`src/rtl/lsu_mem_port.sv`:
```
// Load/store responder: one load or store per handshake, word-addressed memory port with byte lanes.
// Optional misalignment trapping when LSU_MISALIGN_CHECK_EN is defined.
module lsu_mem_port #(
    parameter int unsigned TIMEOUT_CYC = 255
) (
    input  logic        clk,
    input  logic        rst_n,
    input  logic        req_valid,
    output logic        req_ready,
    input  logic        req_load,
    input  logic        req_store,
    input  logic [2:0]  req_funct3,
    input  logic [31:0] req_addr,
    input  logic [31:0] req_wdata,
    output logic        rsp_valid,
    output logic [31:0] rsp_rdata,
    output logic        rsp_err,
    output logic        mem_valid,
    input  logic        mem_ready,
    output logic        mem_we,
    output logic [31:0] mem_addr,
    output logic [31:0] mem_wdata,
    output logic [3:0]  mem_wmask,
    input  logic        mem_rvalid,
    input  logic [31:0] mem_rdata
);

    localparam int unsigned DW = 32;
    localparam int unsigned CW = 8;

    localparam logic [1:0] S_IDLE   = 2'd0;
    localparam logic [1:0] S_ISSUE  = 2'd1;
    localparam logic [1:0] S_WAIT_R = 2'd2;
    localparam logic [1:0] S_RESP   = 2'd3;

    localparam logic [CW-1:0] TO_LAST = CW'(TIMEOUT_CYC - 1);

    logic [1:0]    state, state_nxt;
    logic [CW-1:0] cnt, cnt_nxt;
    logic          op_load;
    logic [2:0]    op_f3;
    logic [1:0]    op_off;

    logic          accept;
    logic          misalign;
    logic          illegal;
    logic          timeout;
    logic [DW-1:0] lane_wdata;
    logic [3:0]    lane_wmask;
    logic [7:0]    rd_byte;
    logic [15:0]   rd_half;
    logic [DW-1:0] rd_ext;
    logic          rsp_err_nxt;
    logic [DW-1:0] rsp_rdata_nxt;

    assign accept  = req_valid && req_ready;
    assign timeout = (cnt == TO_LAST);

    // Request legality: exclusive load/store, known size code, no unsigned stores.
    always_comb begin
        misalign = 1'b0;
`ifdef LSU_MISALIGN_CHECK_EN
        misalign = ((req_funct3[1:0] == 2'b01) && req_addr[0])
                || ((req_funct3[1:0] == 2'b10) && (req_addr[1:0] != 2'b00));
`else
        misalign = 1'b0;
`endif
        illegal = (req_load == req_store)
               || (req_funct3[1:0] == 2'b11)
               || (req_funct3 == 3'b110)
               || (req_store && req_funct3[2])
               || misalign;
    end

    // Store lane replication and byte enables.
    always_comb begin
        lane_wdata = req_wdata;
        lane_wmask = 4'b1111;
        case (req_funct3[1:0])
            2'b00: begin
                lane_wdata = {4{req_wdata[7:0]}};
                lane_wmask = 4'b0001 << req_addr[1:0];
            end
            2'b01: begin
                lane_wdata = {2{req_wdata[15:0]}};
                lane_wmask = 4'b0011 << {req_addr[1], 1'b0};
            end
            default: begin
                lane_wdata = req_wdata;
                lane_wmask = 4'b1111;
            end
        endcase
    end

    // Load lane extraction and extension.
    always_comb begin
        case (op_off)
            2'd0:    rd_byte = mem_rdata[7:0];
            2'd1:    rd_byte = mem_rdata[15:8];
            2'd2:    rd_byte = mem_rdata[23:16];
            default: rd_byte = mem_rdata[31:24];
        endcase
        rd_half = op_off[1] ? mem_rdata[31:16] : mem_rdata[15:0];
        case (op_f3)
            3'b000:  rd_ext = {{24{rd_byte[7]}}, rd_byte};
            3'b001:  rd_ext = {{16{rd_half[15]}}, rd_half};
            3'b100:  rd_ext = {24'd0, rd_byte};
            3'b101:  rd_ext = {16'd0, rd_half};
            default: rd_ext = mem_rdata;
        endcase
    end

    always_ff @(posedge clk) begin
        if (!rst_n) begin
            state <= S_IDLE;
            cnt   <= '0;
        end else begin
            state <= state_nxt;
            cnt   <= cnt_nxt;
        end
    end

    always_comb begin
        state_nxt     = state;
        cnt_nxt       = cnt;
        rsp_err_nxt   = 1'b0;
        rsp_rdata_nxt = '0;
        case (state)
            S_IDLE: begin
                if (accept) begin
                    if (illegal) begin
                        state_nxt   = S_RESP;
                        rsp_err_nxt = 1'b1;
                    end else begin
                        state_nxt = S_ISSUE;
                        cnt_nxt   = '0;
                    end
                end
            end
            S_ISSUE: begin
                if (mem_ready) begin
                    state_nxt = op_load ? S_WAIT_R : S_RESP;
                    cnt_nxt   = '0;
                end else if (timeout) begin
                    state_nxt   = S_RESP;
                    rsp_err_nxt = 1'b1;
                end else begin
                    cnt_nxt = cnt + 1'b1;
                end
            end
            S_WAIT_R: begin
                if (mem_rvalid) begin
                    state_nxt     = S_RESP;
                    rsp_rdata_nxt = rd_ext;
                end else if (timeout) begin
                    state_nxt   = S_RESP;
                    rsp_err_nxt = 1'b1;
                end else begin
                    cnt_nxt = cnt + 1'b1;
                end
            end
            S_RESP: begin
                state_nxt = S_IDLE;
            end
            default: begin
                state_nxt = S_IDLE;
            end
        endcase
    end

    // Registered outputs; request fields are latched once per legal acceptance and held.
    always_ff @(posedge clk) begin
        if (!rst_n) begin
            req_ready <= 1'b0;
            rsp_valid <= 1'b0;
            rsp_err   <= 1'b0;
            rsp_rdata <= '0;
            mem_valid <= 1'b0;
            mem_we    <= 1'b0;
            mem_addr  <= '0;
            mem_wdata <= '0;
            mem_wmask <= '0;
            op_load   <= 1'b0;
            op_f3     <= '0;
            op_off    <= '0;
        end else begin
            req_ready <= (state_nxt == S_IDLE);
            rsp_valid <= (state_nxt == S_RESP);
            rsp_err   <= rsp_err_nxt;
            rsp_rdata <= rsp_rdata_nxt;
            mem_valid <= (state_nxt == S_ISSUE);
            if (accept && !illegal) begin
                op_load   <= req_load;
                op_f3     <= req_funct3;
                op_off    <= req_addr[1:0];
                mem_we    <= req_store;
                mem_addr  <= {req_addr[31:2], 2'b00};
                mem_wdata <= lane_wdata;
                mem_wmask <= req_store ? lane_wmask : 4'b0000;
            end
        end
    end

endmodule
```
`config.mk`:
```
export PLATFORM = sky130hd
export DESIGN_NAME = lsu_mem_port
export DESIGN_NICKNAME = d
export VERILOG_FILES = /design/src/rtl/lsu_mem_port.sv
export SDC_FILE = /design/constraint.sdc
export NUM_CORES = 1
export LEC_CHECK = 0
export BUFFER_PORTS_ARGS = -buffer_cell sky130_fd_sc_hd__buf_2
export CAP_MARGIN = 20
export CORE_ASPECT_RATIO = 1.4
export CORE_UTILIZATION = 35
export DETAILED_ROUTE_END_ITERATION = 8
export PLACE_DENSITY = 0.72
export SYNTH_ARGS = -nofsm -noshare
export SYNTH_HDL_FRONTEND = slang
export SYNTH_SLANG_ARGS = --single-unit
export TNS_END_PERCENT = 100
```
`constraint.sdc`:
```
create_clock -name clk -period 4.15 [get_ports clk]
set_input_delay 0.415 -clock clk [delete_from_list [all_inputs] [get_ports clk]]
set_output_delay 0.415 -clock clk [all_outputs]
set_load 0.1 [all_outputs]
```
== Word level (Yosys, flattened, before mapping) ==
Index checks and enable logic that the tools add are counted.
W data, S select, Z words.
Storage, ports and cells
  latch bits: 0
  memory bits (read-only): 0
  memories kept: 0
  memory bits (writable): 0
  word-level logic and storage cells: 75
  register bits after elaboration: 119
  output and inout bits: 105
Operators by class
  $lt $le $gt $ge: 0
  shift-type cells: 2
  add/sub/neg operators: 1
  equality and inequality tests: 18
  multipliers: 0
  reduce and logical (&&, ||, !) cells: 15
  mux-type cells: 25
  bitwise logic cells: 0
  divide/modulo/power cells: 0
Operators with widths (number)
  $pmux W32 S4: 1
  $pmux W32 S2: 1
  $pmux W8 S3: 2
  $mux W8: 5
  $mux W16: 1
  $eq A2 B2 Y1 const B: 5
  $mux W2: 5
  $eq A3 B3 Y1 const B: 3
  $add A8 B1 Y8 const B: 1
  $eq A2 B1 Y1 const B: 4
  $eq A8 B8 Y1 const B: 1
  $logic_not A2 Y1: 4
  $pmux W2 S4: 1
  $pmux W4 S2: 1
  $mux W1: 6
  $ne A2 B2 Y1 const B: 3
  $mux W4: 1
  $reduce_and A4 Y1: 1
  $shl A1 B2 Y4 const A: 1
  $shl A2 B2 Y4 const A: 1
  $eq A3 B1 Y1 const B: 1
  $logic_and A1 B1 Y1: 3
  $logic_not A3 Y1: 1
  $logic_or A1 B1 Y1: 3
  other kinds (5): 5

== Depth between registers and ports, before layout ==
Gate-level depths: netlist (run 1).
  word-level depth: 8
  mapped depth: 9
  depth with buffers taken out: 7

== Worst setup path after synthesis (run 1) ==
No wires, ideal clock.
  path kind: register to register
  start: register req_ready
  end: register cnt[6]
  buffers on the path: 3
  stages on the path, launching flop included: 9
  required time: 4.080 ns
  arrival time: 2.288 ns
  period minus slack after synthesis: 2.359 ns
  path slack: 1.791 ns
  library setup time: 0.070 ns
  cells stage by stage: dfxtp_1 -> and2_1 -> buf_2 -> and4_1 -> buf_2 -> o31ai_1 -> buf_2 -> a2111o_1 -> a21oi_1
On the way
  cells in the longest elaborated chain, start to end: 3
Ends and longest elaborated chain
  start: declaration: line 9  | output logic req_ready,
  start signal: assignment: line 187  | req_ready <= (state_nxt == S_IDLE);
  $logic_and A1 B1 Y1: line 56  | assign accept = req_valid && req_ready;
  $ne A2 B2 Y1 (no line)
  $reduce_and A4 Y1 (no line)
  end signal: assignment: line 119  | cnt <= cnt_nxt;
  end: declaration: line 39  | logic [CW-1:0] cnt, cnt_nxt;
No other way between the ends.
A chain may end at the register's enable or synchronous reset.

== Worst setup path in the final report (run 1) ==
  start: register op_off[1]
  end: register rsp_rdata[17]
On the way
  cells in the longest elaborated chain, start to end: 3
Ends and longest elaborated chain
  start: declaration: line 42  | logic [1:0] op_off;
  start signal: assignment: line 195  | op_off <= req_addr[1:0];
  $eq A2 B2 Y1, or another cell as far along: line 97  | case (op_off)
  $pmux W8 S3: line 97
  $pmux W32 S4 (*): line 104  | case (op_f3)
  end signal: assignment: line 190  | rsp_rdata <= rsp_rdata_nxt;
  end: declaration: line 16  | output logic [31:0] rsp_rdata,
Mark *: on every way between the ends. The rest lies on a longest branch, timed or not.

==> results.json, run 1 <==
{
  "required_ns": 4.49,
  "vias": 5095,
  "post-route-period-util": 0.6192,
  "whs_ns": 0.2386,
  "outcome": "complete, no violations",
  "cts_tree": "yes",
  "htree_levels": 4,
  "holdBufCountCts": 0,
  "io_buffers": 208,
  "cts-root-buf": "clkbuf_16",
  "yosys_register_bits": 119,
  "fin_setup_tns_ns": 0,
  "clock_latency_ns": 0.40,
  "antenna_found_initial": 0,
  "critPathLaunchType": "flip-flop",
  "grt_first_pass_wirelength_um": 23640,
  "place_area_um2": 6284,
  "drtPass1Iterations": 5,
  "min_path_type": "in -> reg",
  "core_um2": 14510,
  "maxCapViolations": 0,
  "final_area_um2": 6915,
  "dieHeight_um": 146.3,
  "grt_pass1_vias": 4777,
  "period_needed_ns": 2.570,
  "ant_nets": 0,
  "postCtsSetupRepairBufs": 0,
  "synth-seq-area-share": 0.4576,
  "synth_edf_count": 0,
  "end_kind": "flip-flop",
  "relSlewSlack": 0.3413,
  "async_reset_ff_frac": 0,
  "setup_violations": 0,
  "antenna_cells": 0,
  "maxSlewViolCount": 0,
  "pwr_density_cell_nw_per_um2": 536.2,
  "clkSlewWorstSetupHoldPaths_ns": 0.06,
  "ys_types": 53,
  "io_pins": 211,
  "die_w_um": 105.1,
  "ys_warn_count": 0,
  "critical_path_class": "reg -> reg",
  "drive_gt1_frac": 0.3170,
  "rows": 52,
  "rsz0062_at_grt": "false",
  "fillCellCount": 1449,
  "synthCells": 640,
  "via_per_inst": 4.971,
  "clkSinkCount": 119,
  "max-vdd-ir-drop_mv": 0.2410,
  "track_usage": 0.1966,
  "regArea_um2": 2382,
  "path_max_fanout": 35,
  "p_leak_nw": 3.178,
  "cts_made_buffers": 17,
  "layout.cells.non_filler": 1025,
  "synth_flop_cell": "dfxtp_1",
  "post_synth.cell_area_avg_um2": 8.135,
  "die_area_um2": 15370,
  "drc": 0,
  "cts_buffer_depth": 2,
  "area_growth_pct": 32.83,
  "dp_cells": 991,
  "multi_input_area_um2": 2534,
  "initial_utilization": 0.3588,
  "netlist_area_um2": 5206,
  "drt-initial-drc-count": 226,
  "critPathArrivalTime_ns": 2.91,
  "tightest_slew_ns": 0.9867,
  "nets": 937,
  "finalHoldViolations": 0,
  "grt_max_degree": 53,
  "overflow": 0,
  "hpwl_um": 10820,
  "ctsResizeCount": 0,
  "routedWlPerCell_um": 14.62,
  "gp_congestion": 0.7944,
  "clock.fmax_mhz": 389.2,
  "finalClockSkew_ns": 0.008447,
  "drt_wl_total_um": 14990
}
[worst max-delay path: stages, from the launching register on]
cell       delay (ns)
dfxtp_1          0.97
mux4_2           0.38
nand2b_1         0.11
a2111oi_4        0.90
a21o_1           0.15
[metrics by stage]
stage	utilization	worst slack, ns	power, mW
floorplan	-	1.791	2.033
global placement	0.4331	1.241	2.224
detailed placement	0.4331	1.210	2.230
CTS	0.4747	1.589	3.738
global route	0.4766	1.313	3.874
finish	0.4766	1.580	3.708
[registers in the layout (all words and copies together), names as in the netlist]
name,flops
op_load,1
req_ready,1
mem_wdata,32
mem_valid,1
cnt,8
mem_we,1
state,2
op_off,2
rsp_err,1
op_f3,3
rsp_rdata,32
mem_wmask,4
rsp_valid,1
mem_addr,30
[logic make-up after synthesis]
logic type,Yosys count,synth area share
AO/OA/AOI/OAI,183,0.2290
other,1,0.0007203
adder cells (fa/ha/maj),8,0.01923
AND/OR/NAND/NOR,244,0.1975
multiplexers,18,0.03701
buffers and inverters,67,0.05888
flip-flops,119,0.4576
[where the power goes]
group          leakage [nW]  internal (mW)  total, mW  switching, mW
sequential            0.962           1.21       1.26         0.0463
combinational          1.93          0.232      0.954          0.722
clock                 0.287          0.950       1.50          0.546
[layout by cell type, fill, tap and decap left out, types with 5 or more instances in the layout]
cell type and count:
a211oi_1 11, dfxtp_1 119, a311oi_1 8, clkbuf_16 17, nor3_1 11, o21ai_0 36, mux2i_1 17, inv_1 15
ha_1 8, o221a_2 8, nand2_1 158, a21oi_1 68, nand3_1 5, nor2_1 40, a31oi_1 11, a221oi_1 8
a21o_1 16, nor2b_1 5, buf_2 208
[per-layer routing]
metal / up-vias / share of wire / GRT usage
met2: 197 / 0.51 / 0.3523
met3: 27 / 0.059 / 0.04643
li1: 2573 / - / -
met5: - / 0 / 0
met1: 2298 / 0.40 / 0.2153
met4: 0 / 0.029 / 0.09789
[layout make-up]
type,instances,area share
clock buffers,18,0.06206
clock inverters,14,0.02533
inverters,16,0.008685
multi-input cells,455,0.3664
flip-flops and latches,119,0.3445
well taps,189,0.03420
repair buffers,214,0.1589
[synth_stat cells (2+ instances only)]
cell type / count / area (µm²)
nor3_1: 11 / 55.05
and3_1: 3 / 18.77
o211ai_1: 3 / 22.52
o221a_2: 8 / 90.09
a311oi_1: 8 / 70.07
nand3_1: 5 / 25.02
and2_1: 2 / 12.51
or3_1: 2 / 12.51
o21ai_0: 36 / 180.2
a211oi_1: 11 / 82.58
nor4_1: 2 / 12.51
nor2_1: 41 / 153.9
a21o_1: 16 / 120.1
o21a_1: 3 / 22.52
a21oi_1: 68 / 340.3
clkbuf_8: 2 / 27.53
a31oi_1: 11 / 68.82
ha_1: 8 / 100.1
nand2b_1: 3 / 18.77
clkbuf_1: 24 / 90.09
nand4_1: 2 / 12.51
nor2b_1: 5 / 31.28
inv_1: 15 / 56.30
and2b_2: 2 / 17.52
nand2_1: 158 / 593.1
and3_2: 2 / 15.01
buf_4: 3 / 22.52
buf_1: 8 / 30.03
dfxtp_1: 119 / 2382
a221oi_1: 8 / 70.07
mux2i_1: 17 / 170.2
buf_2: 13 / 65.06
[path summary, 6_finish.rpt]
kind / from / to / slack, ns / cells after the start
setup / recovery: op_off[1] / rsp_rdata[17] / 1.58 / 4
hold / removal: mem_rdata[18] / rsp_rdata[18] / 0.24 / 2
setup reg to reg: op_off[1] / rsp_rdata[17] / 1.58 / 4
hold reg to reg: mem_addr[26] / mem_addr[26] / 0.45 / 2
(Power assumes the default switching activity.)
==> run 2, diff against run 1 <==
--- a/config.mk
+++ b/config.mk
@@ -10,7 +10,7 @@
 export CORE_ASPECT_RATIO = 1.4
 export CORE_UTILIZATION = 35
 export DETAILED_ROUTE_END_ITERATION = 8
-export PLACE_DENSITY = 0.72
+export PLACE_DENSITY = 0.74
 export SYNTH_ARGS = -nofsm -noshare
 export SYNTH_HDL_FRONTEND = slang
 export SYNTH_SLANG_ARGS = --single-unit
==> constraint.sdc (replaced) <==
create_clock -name clk -period 2.27 [get_ports clk]
set_input_delay 0.227 -clock clk [delete_from_list [all_inputs] [get_ports clk]]
set_output_delay 0.227 -clock clk [all_outputs]
set_load 0.1 [all_outputs]
==> run 2 against run 1 <==
  * Wire length grew 2.2%
  * Core utilization increased by 0.34 points
  * Maximum frequency increased by 27%
  * Sequential power increased by 83%
  * Clock power rose by 66%
  * Sequential share of layout area fell by 0.22 points
  * Design area rose by 0.71%
  * Critical path type unchanged
  * Critical endpoint is now cnt[1]
  * Die area is the same
==> results.json, run 2 (synthesized netlist as in run 1, its figures left out) <==
{
  "outcome": "complete, no violations",
  "required_ns": 2.61,
  "pwr_density_cell_nw_per_um2": 943.2,
  "cts_buffer_depth": 2,
  "place_area_um2": 6417,
  "grt_max_degree": 85,
  "holdPathStages": 2,
  "dp_cells": 1004,
  "end_kind": "flip-flop",
  "critPathLaunchType": "flip-flop",
  "grt_first_pass_wirelength_um": 24830,
  "period_needed_ns": 2.027,
  "hpwl_um": 10870,
  "layout_commonest_cell": "buf_2",
  "rr_worst_depth": 7,
  "ant_nets": 0,
  "fin_ws_ns": 0.2426,
  "finalClockSkew_ns": 0.01010,
  "routedWlPerCell_um": 14.79,
  "r2r_end": "cnt[1]",
  "min_path_type": "in -> reg",
  "setup_violations": 0,
  "tightest_slew_ns": 0.8666,
  "io_pins": 211,
  "vias": 5260,
  "rsz0062_at_grt": "false",
  "layout.cells.non_filler": 1035,
  "critical_path_class": "reg -> reg",
  "holdBufCountCts": 0,
  "drive_gt1_frac": 0.3274,
  "cts_tree": "yes",
  "die_area_um2": 15370,
  "min-delay-start": "mem_rdata[16]",
  "gp_congestion": 0.8835,
  "cts-root-buf": "clkbuf_16",
  "drc": 0,
  "r2r_start": "state[0]",
  "post-route-period-util": 0.8931,
  "clkSlewWorstSetupHoldPaths_ns": 0.06,
  "postCtsSetupRepairBufs": 0,
  "fin_setup_tns_ns": 0,
  "mostFrequentLayoutCells": "buf_2, nand2_1, dfxtp_1, a21oi_1, nor2_1",
  "final_area_um2": 6964,
  "relSlewSlack": 0.4214,
  "p_leak_nw": 3.219,
  "pre_cts_slack_ns": 0.2644,
  "hold_end": "rsp_rdata[16]",
  "top_regs": "mem_wdata: 32 flops, rsp_rdata: 32 flops, mem_addr: 30 flops",
  "nets": 948,
  "initial_utilization": 0.3588,
  "htree_levels": 4,
  "overflow": 0,
  "antenna_found_initial": 1,
  "clkSinkCount": 119,
  "drt-initial-drc-count": 211,
  "drtPass1Iterations": 4,
  "rows": 52,
  "via_per_inst": 5.082,
  "core_um2": 14510,
  "clock_latency_ns": 0.41,
  "ctsResizeCount": 0,
  "area_growth_pct": 33.77,
  "track_usage": 0.2042,
  "drt_wl_total_um": 15310,
  "clock.fmax_mhz": 493.2,
  "cts_made_buffers": 17,
  "antenna_cells": 0,
  "maxCapViolations": 0,
  "finalHoldViolations": 0,
  "io_buffers": 208,
  "grt_pass1_vias": 5054,
  "reg2reg_slack_ns": 0.24,
  "fillCellCount": 1433,
  "critPathArrivalTime_ns": 2.36,
  "die_w_um": 105.1,
  "path_max_fanout": 9,
  "max-vdd-ir-drop_mv": 0.3674,
  "dieHeight_um": 146.3,
  "maxSlewViolCount": 0
}
-- run 2: through the flow --
step | power, mW | util | hold slack [ns]
floorplan | 3.719 | - | 0.3370
global placement | 4.087 | 0.4420 | 0.4380
detailed placement | 4.112 | 0.4423 | 0.4435
CTS | 6.622 | 0.4800 | 0.02318
global route | 6.836 | 0.4800 | 0.04774
finish | 6.569 | 0.4800 | 0.04269
-- run 2: final cells by class --
class                           instances  area [µm²]  share of cell area
Multi-Input combinational cell        455        2534              0.3638
Sequential cell                       119        2384              0.3423
Timing Repair Buffer                  225        1204              0.1728
Clock buffer                           18       439.2             0.06306
Tap cell                              189       236.5             0.03396
Clock inverter                         13       107.6             0.01545
Inverter                               16       60.06            0.008624
-- run 2: where the power goes --
group / total (mW) / internal [mW] / switching, mW
clock network: 2.49 / 1.52 / 0.977
logic: 1.78 / 0.436 / 1.34
registers: 2.30 / 2.22 / 0.0787
-- run 2: worst max path at each step --
stage	startpoint	to
3_5_place_dp	state[0]	cnt[1]
6_report	state[0]	cnt[1]
2_1_floorplan	req_ready	cnt[6]
5_1_grt	state[0]	cnt[1]
3_3_place_gp	req_valid	cnt[4]
4_1_cts	state[0]	cnt[1]
-- run 2: critical path, cell delays in order (launching register included) --
cell,delay (ns)
dfxtp_1,0.45
inv_1,0.13
ha_1,0.31
a21oi_1,0.20
o31ai_1,0.14
buf_2,0.20
or3_1,0.35
a21oi_1,0.15
-- run 2: per-layer routing --
layer	up-vias	global-route usage	share of wire
met5	-	0	0.00098
met4	2	0.1113	0.033
met3	36	0.04598	0.059
met2	207	0.3642	0.51
met1	2416	0.2225	0.39
li1	2599	-	-
==> run 3, diff against run 2 <==
==> constraint.sdc (replaced) <==
create_clock -name clk -period 2.27 [get_ports clk]
set_input_delay 0.227 -clock clk [delete_from_list [all_inputs] [get_ports clk]]
set_output_delay 0.227 -clock clk [all_outputs]
set_load 0.05 [all_outputs]
==> run 3 against run 2 <==
  * Critical path depth stayed put
  * Wire length is 1.1% lower
  * Setup slack worse by 0.032 ns
  * First-iteration DRC count is 6.2% lower
  * Combinational power is 22% lower
  * Design area is 1.0% higher
  * Worst hold slack better by 0.0049 ns
  * Sequential share of layout area is 0.36 points lower
  * Critical path type unchanged
  * Critical endpoint unchanged
==> results.json, run 3 (synthesized netlist as in run 1, its figures left out) <==
{
  "min_path_type": "in -> reg",
  "core_um2": 14510,
  "dieHeight_um": 146.3,
  "holdBufCountCts": 0,
  "die_area_um2": 15370,
  "drt-initial-drc-count": 198,
  "drive_gt1_frac": 0.3278,
  "overflow": 0,
  "drtPass1Iterations": 5,
  "rsz0062_at_grt": "false",
  "cp_num_buf_inv": 2,
  "critPathArrivalTime_ns": 2.39,
  "ctsResizeCount": 0,
  "pwr_density_cell_nw_per_um2": 917.2,
  "via_per_inst": 4.988,
  "nets": 949,
  "period_needed_ns": 2.060,
  "worst_path_most_repeated_cell": "a21oi_1",
  "relSlewSlack": 0.4421,
  "top_regs": "mem_wdata: 32 flops, rsp_rdata: 32 flops, mem_addr: 30 flops",
  "cts_made_buffers": 17,
  "power_mw": 6.452,
  "clkSlewWorstSetupHoldPaths_ns": 0.06,
  "track_usage": 0.1984,
  "layout.cells.non_filler": 1037,
  "htree_levels": 4,
  "antenna_cells": 0,
  "required_ns": 2.60,
  "cts-root-buf": "clkbuf_16",
  "p_leak_nw": 3.260,
  "hpwl_um": 10990,
  "cts_buffer_depth": 2,
  "place_area_um2": 6419,
  "critPathLaunchType": "flip-flop",
  "slowest_delay_ns": 0.45,
  "mostFrequentLayoutCells": "buf_2, nand2_1, dfxtp_1, a21oi_1, nor2_1",
  "final_area_um2": 7034,
  "maxSlewViolCount": 0,
  "vias": 5173,
  "grt_pass1_vias": 4918,
  "antenna_found_initial": 1,
  "io_buffers": 208,
  "cts_tree": "yes",
  "postCtsSetupRepairBufs": 0,
  "postLayoutCoreUtil": 0.4848,
  "fin_ws_ns": 0.2102,
  "end_kind": "flip-flop",
  "drc": 0,
  "tightest_slew_ns": 0.8356,
  "crit_path_top_delay_cell": "dfxtp_1",
  "grt_max_degree": 59,
  "routedWlPerCell_um": 14.59,
  "cp_top_family": "compound AO/OA/AOI/OAI gates",
  "die_w_um": 105.1,
  "grt_first_pass_wirelength_um": 24080,
  "finalClockSkew_ns": 0.01290,
  "fin_setup_tns_ns": 0,
  "finalHoldViolations": 0,
  "clkSinkCount": 119,
  "whs_ns": 0.04754,
  "max-vdd-ir-drop_mv": 0.3947,
  "critical_path_class": "reg -> reg",
  "ant_nets": 0,
  "dp_cells": 1004,
  "initial_utilization": 0.3588,
  "post-route-period-util": 0.9074,
  "clock.fmax_mhz": 485.5,
  "rows": 52,
  "maxCapViolations": 0,
  "setup_violations": 0,
  "area_growth_pct": 35.11,
  "drt_wl_total_um": 15140,
  "path_max_fanout": 9,
  "pre_cts_slack_ns": 0.06333,
  "reg2reg_slack_ns": 0.21,
  "io_pins": 211,
  "clock_latency_ns": 0.41,
  "gp_congestion": 0.8618,
  "crit_chain": "inv_1 > ha_1 > a21oi_1 > o31ai_1 > clkbuf_2 > or3_1 > a21oi_1",
  "layout_commonest_cell": "buf_2",
  "outcome": "complete, no violations"
}
==> run 3: cell types whose count changed in the layout (fill, tap and decap cells not counted) <==
cell | previous run | this run
buf_2 | 209 | 208
buf_4 | 13 | 14
bufinv_16 | 1 | 2
clkbuf_2 | 0 | 1
clkbuf_8 | 1 | 2
clkinv_2 | 6 | 0
clkinv_4 | 1 | 3
clkinvlp_4 | 4 | 1
dfxtp_1 | 118 | 119
dfxtp_2 | 1 | 0
inv_6 | 1 | 6
inv_8 | 0 | 1
==> run 3: area by class of cell <==
type                    count  area (µm²)
fillers                  1412        7475
multi-input cells         455        2534
flip-flops and latches    119        2382
repair buffers            226        1211
clock buffers              19       452.9
well taps                 189       236.5
clock inverters            13       157.7
inverters                  16       60.06
==> run 3: report_power, final <==
group | internal (mW) | total, mW | switching, mW
logic | 0.437 | 1.39 | 0.950
registers | 2.21 | 2.29 | 0.0770
clock network | 1.71 | 2.77 | 1.06
total | 4.36 | 6.45 | 2.09
==> run 3: worst paths after layout <==
path                       from            end  cells past startpoint
setup reg to reg       state[0]         cnt[1]                      7
hold / removal    mem_rdata[21]  rsp_rdata[21]                      2
setup / recovery       state[0]         cnt[1]                      7
hold reg to reg    mem_addr[13]   mem_addr[13]                      2
==> run 3: routing by layer <==
layer / vias up / global-route usage / routed length, µm / share of wire
li1: 2599 / - / - / -
met1: 2376 / 0.2156 / 6234 / 0.41
met2: 173 / 0.3550 / 7790 / 0.51
met3: 25 / 0.05000 / 742 / 0.049
met4: 0 / 0.09859 / 369 / 0.024
met5: - / 0 / 0 / 0
